**src/rtl/mem_bus_arbiter.sv**
```systemverilog
// Purpose: shares one SRAM-like bus between the fetch port and the load/store port, routing responses back in order.
// Latency: requests and accepts pass through combinationally; each response beat is routed to its requester in the same cycle.
// Backpressure: the grant is locked until bus_addr_ok, and bus_req is held low while MAX_OUTST transactions are outstanding.
module mem_bus_arbiter #(
    parameter int MAX_OUTST = 4
) (
    input  logic        clk,
    input  logic        resetn,

    input  logic        inst_req,
    input  logic [31:0] inst_addr,
    output logic        inst_addr_ok,
    output logic        inst_data_ok,
    output logic [31:0] inst_rdata,

    input  logic        data_req,
    input  logic        data_wr,
    input  logic [2:0]  data_size,
    input  logic [3:0]  data_wstrb,
    input  logic [31:0] data_addr,
    input  logic [31:0] data_wdata,
    output logic        data_addr_ok,
    output logic        data_data_ok,
    output logic [31:0] data_rdata,

    output logic        bus_req,
    output logic        bus_wr,
    output logic [2:0]  bus_size,
    output logic [3:0]  bus_wstrb,
    output logic [31:0] bus_addr,
    output logic [31:0] bus_wdata,
    input  logic        bus_addr_ok,
    input  logic        bus_data_ok,
    input  logic [31:0] bus_rdata
);

    localparam int IW = $clog2(MAX_OUTST);
    localparam int PW = IW + 1;
    localparam logic SRC_INST = 1'b0;
    localparam logic SRC_DATA = 1'b1;

    logic          lock_vld;
    logic          lock_src;
    logic          grant_vld;
    logic          grant_src;
    logic          grant_req;

    logic [PW-1:0] wr_ptr;
    logic [PW-1:0] rd_ptr;
    logic [PW-1:0] count;
    logic          src_mem [MAX_OUTST];
    logic          full;
    logic          empty;
    logic          push;
    logic          pop;
    logic          head_src;

    // Pick the owner of the bus: a held lock wins, otherwise data beats fetch.
    always_comb begin
        grant_vld = 1'b0;
        grant_src = SRC_INST;
        if (lock_vld) begin
            grant_vld = 1'b1;
            grant_src = lock_src;
        end else if (data_req) begin
            grant_vld = 1'b1;
            grant_src = SRC_DATA;
        end else if (inst_req) begin
            grant_vld = 1'b1;
            grant_src = SRC_INST;
        end
    end

    assign grant_req = grant_vld && ((grant_src == SRC_DATA) ? data_req : inst_req);

    assign count = wr_ptr - rd_ptr;
    assign full  = (count == PW'(MAX_OUTST));
    assign empty = (wr_ptr == rd_ptr);

    // A full tracker blocks new requests even if a response pops this cycle.
    assign bus_req = grant_req && !full && resetn;

    // Route the granted port's fields onto the bus; fetches are always word reads.
    always_comb begin
        bus_wr    = 1'b0;
        bus_size  = 3'd2;
        bus_wstrb = 4'h0;
        bus_addr  = inst_addr;
        bus_wdata = 32'h0;
        if (grant_src == SRC_DATA) begin
            bus_wr    = data_wr;
            bus_size  = data_size;
            bus_wstrb = data_wstrb;
            bus_addr  = data_addr;
            bus_wdata = data_wdata;
        end
    end

    assign push         = bus_req && bus_addr_ok;
    assign inst_addr_ok = push && (grant_src == SRC_INST);
    assign data_addr_ok = push && (grant_src == SRC_DATA);

    // The head entry is read before any push this cycle, so a stray beat on an
    // empty tracker is dropped rather than matched to a brand-new request.
    assign head_src     = src_mem[rd_ptr[IW-1:0]];
    assign pop          = bus_data_ok && !empty && resetn;
    assign inst_data_ok = pop && (head_src == SRC_INST);
    assign data_data_ok = pop && (head_src == SRC_DATA);
    assign inst_rdata   = bus_rdata;
    assign data_rdata   = bus_rdata;

    // Hold the grant on the current owner until the bus accepts its request.
    always_ff @(posedge clk) begin
        if (!resetn) begin
            lock_vld <= 1'b0;
            lock_src <= SRC_INST;
        end else if (bus_req) begin
            if (bus_addr_ok) begin
                lock_vld <= 1'b0;
            end else begin
                lock_vld <= 1'b1;
                lock_src <= grant_src;
            end
        end
    end

    // Advance the tracker pointers; the extra MSB separates full from empty.
    always_ff @(posedge clk) begin
        if (!resetn) begin
            wr_ptr <= '0;
            rd_ptr <= '0;
        end else begin
            if (push) begin
                wr_ptr <= wr_ptr + PW'(1);
            end
            if (pop) begin
                rd_ptr <= rd_ptr + PW'(1);
            end
        end
    end

    // Record which requester owns each accepted transaction.
    always_ff @(posedge clk) begin
        if (push) begin
            src_mem[wr_ptr[IW-1:0]] <= grant_src;
        end
    end

endmodule

```
**config.mk**
```make
export PLATFORM = sky130hd
export DESIGN_NAME = mem_bus_arbiter
export DESIGN_NICKNAME = d
export VERILOG_FILES = /design/src/rtl/mem_bus_arbiter.sv
export SDC_FILE = /design/constraint.sdc
export NUM_CORES = 1
export LEC_CHECK = 0
export CELL_PAD_IN_SITES_DETAIL_PLACEMENT = 1
export CELL_PAD_IN_SITES_GLOBAL_PLACEMENT = 2
export CORE_MARGIN = 10
export CORE_UTILIZATION = 11
export CTS_CLUSTER_SIZE = 12
export DETAILED_ROUTE_END_ITERATION = 8
export GPL_TIMING_DRIVEN = 0
export PLACE_DENSITY = 0.9
export SLEW_MARGIN = 10
export SYNTH_ARGS = -nofsm -noshare
export SYNTH_HDL_FRONTEND = slang
export SYNTH_SLANG_ARGS = --single-unit
```
**constraint.sdc**
```tcl
create_clock -name clk -period 2.6 [get_ports clk]
set_input_delay 0.39 -clock clk [delete_from_list [all_inputs] [get_ports clk]]
set_output_delay 0.39 -clock clk [all_outputs]
set_load 0.01 [all_outputs]
```
==> impl_metrics.toml <==
[run_status]
status = "complete, no violations"

[cells_and_area]
diodes = 0
final_common_cell = "clkdlybuf4s50_1"
drive_above_1_share_pct = 26.8
final_cell_mix = "clkdlybuf4s50_1, buf_4, nor2b_1"
final.fill_count = 1957
final_cells = 697
area_growth_pct = 157
final_nets = 627

[worst_setup_path]
crit_path_start = "lock_vld$_SDFFE_PN0N_"
path_class = "register to primary output"
reg2reg_depth = 6
cp_data_arrival_time_ns = 2.10
r2r-end = "src_mem[0]$_DFFE_PP_"
endpoint = "bus_addr[21]"
r2r_slack_ns = 0.75
crit_required_ns = 2.21
path_max_fanout = 10
crit_path_start_kind = "register"
endpoint_kind = "primary output"
worstReg2RegStart = "wr_ptr[0]$_SDFFE_PN0P_"

[route]
wl_per_cell_um = 19.5
vias_per_cell = 3.44
finalWirelength_um = 13600
drtAntennaViolNets = 0
drc = 0
detailedRoute.firstIterationViolations = 18
dr.pass1.iters = 4
vias = 2401

[placement]
place_ws_ns = -0.563
routabilityCongestion = 0.804
io_buffer_count = 250
hpwl_um = 12300
dp.cells = 686

[synthesis]
syn_nets = 365
ys_warn_count = 0
async_flop_share_pct = 0
yosys.area.top_type = "buf_4"
postSynthCellCount = 216
synth_edf_count = 4
netlist.area_leader.share_pct = 25.4
syn_avg_cell_area_um2 = 8.76
ys_seq_area_share_pct = 16.9
netlist-cell-type-count = 30
yosys_register_bits = 14
ys.flop_type = "dfxtp_1"
synth.area.top_cells = "buf_4, mux2_2, nor2b_1"
synth_area_um2 = 1890

[floorplanning]
core.rowCount = 47
fp.coreArea_um2 = 16700
die_area_um2 = 22800
io_pins = 283
die_y_um = 151
fp.dieW_um = 151
initial_core_util_pct = 11.3

[clock_network]
cts_tree = "done"
hold_buffers = 0
clk_pin_slew_ns = 0.05
cts_buffers = 3
cts-root-buf = "clkbuf_16"
clock-sinks = 14
clockBufferDepth = 2
htree_levels = 1
clock_latency_ns = 0.24

[timing]
slew_viol_final = 0
maxSlewHeadroom_pct = 74.2
finalCriticalPeriod_ns = 2.49
fin_setup_tns_ns = 0
setup_slack_ns = 0.110
fin_hold_ws_ns = 0.473
final.setup_skew_ns = 0.00114
finalCritPeriodShare_pct = 95.8
fmax_mhz = 402
hold_violations = 0
setup_violations = 0
worst_pin_slew_ns = 0.387

[power]
internal_power_mw = 1.17
total_leakage_power_nw = 2.02
sequentialPowerShare_pct = 16.7
netSwitchingPower_mw = 0.587
clkPwrFrac_pct = 16.7
max-vdd-ir-drop_mv = 0.186
swShare_pct = 33.4
power.total_mw = 1.75
p_per_area_nw_per_um2 = 361
p_comb_share_pct = 66.6

[global_routing]
track_usage_pct = 10.8
grt_remaining_overflow = 0
antenna_found_initial = 0
grt_max_degree = 11
grt_pass1_vias = 2868
grt_pass1_wl_um = 18500

[worst_hold_path]
hp-class = "register to register"

[run]
maxCapViolCount = 0
-- worst max-delay path, stage by stage (launching register included) --
cell	delay [ns]
dfxtp_1	0.45
mux2i_4	0.31
buf_6	0.17
buf_4	0.12
buf_6	0.14
mux2_2	0.35
dlygate4sd2_1	0.30
-- kinds of logic (layout without fill, tap and decap cells) --
group | Yosys count | after routing | share of synthesized area, %
DFF | 14 | 14 | 16.9
xor gates and xnor gates | 5 | 5 | 2.71
muxes | 40 | 40 | 23.9
buffers and inverters | 81 | 342 | 29.0
adders and majority gates | 7 | 7 | 4.63
AOI/OAI and AO/OA | 11 | 11 | 4.43
and+or+nand+nor | 58 | 58 | 18.3
-- Yosys cell counts (2+ instances only) --
master and n:
and2_1 4, and2_2 2, buf_2 4, buf_4 64, clkbuf_1 5, dfxtp_1 10
edfxtp_1 4, ha_1 7, inv_1 8, mux2_2 32, mux2i_1 7, nand2_1 6
nor2_1 2, nor2b_1 41, o211ai_1 2, o21ai_0 2, xnor2_1 3
-- how the worst min path moves through the flow --
stage / depth (start not counted) / end / start / slack, ns
global route: 1 / wr_ptr[0]$_SDFFE_PN0P_ / wr_ptr[0]$_SDFFE_PN0P_ / 0.50
CTS: 1 / wr_ptr[2]$_SDFFE_PN0P_ / wr_ptr[2]$_SDFFE_PN0P_ / 0.50
global placement: 1 / wr_ptr[2]$_SDFFE_PN0P_ / wr_ptr[2]$_SDFFE_PN0P_ / 0.48
detailed placement: 1 / wr_ptr[2]$_SDFFE_PN0P_ / wr_ptr[2]$_SDFFE_PN0P_ / 0.49
floorplan: 2 / lock_src$_SDFFE_PN0P_ / lock_src$_SDFFE_PN0P_ / 0.46
finish: 1 / wr_ptr[0]$_SDFFE_PN0P_ / wr_ptr[0]$_SDFFE_PN0P_ / 0.47
-- metrics by stage --
stage / cell area, um2 / utilization [%]
global placement: 4670 / 28.0
detailed placement: 4670 / 28.0
finish: 4860 / 29.1
global route: 4860 / 29.1
floorplan: 1890 / -
CTS: 4830 / 28.9
-- routing by layer --
metal	part of all wire [%]	GRT usage (%)	vias up
met4	0.74	1.78	0
met1	31	9.90	1098
met3	12	5.70	8
met5	0	0	-
li1	-	-	1166
met2	56	20.8	129
-- final cells by class --
class	count	area [um2]	share of cell area (%)
clock inverters	1	3.75	0.0773
multi-input cells	121	1070	22.0
flip-flops and latches	14	322	6.62
repair buffers	257	2530	52.0
inverters	8	30.0	0.618
plain buffers	73	554	11.4
well taps	220	275	5.67
clock buffers	3	75.1	1.55
-- power by group through the flow --
stage	logic [mW]	clock network, mW	registers [mW]
after floorplan	0.484	0	0.285
after global placement	1.08	0	0.292
after detailed placement	1.10	0	0.294
after CTS	1.16	0.306	0.293
after global routing	1.25	0.314	0.300
final	1.17	0.293	0.293
-- what timing repair did --
action                                 in CTS  in global routing
setup buffers                               5                  2
setup endpoints to repair                  76                  3
pin swaps                                   2                  1
endpoints found under the hold margin       0                  0
resized for setup                          47                  4
No activity file was read; power rests on OpenSTA's default activity.
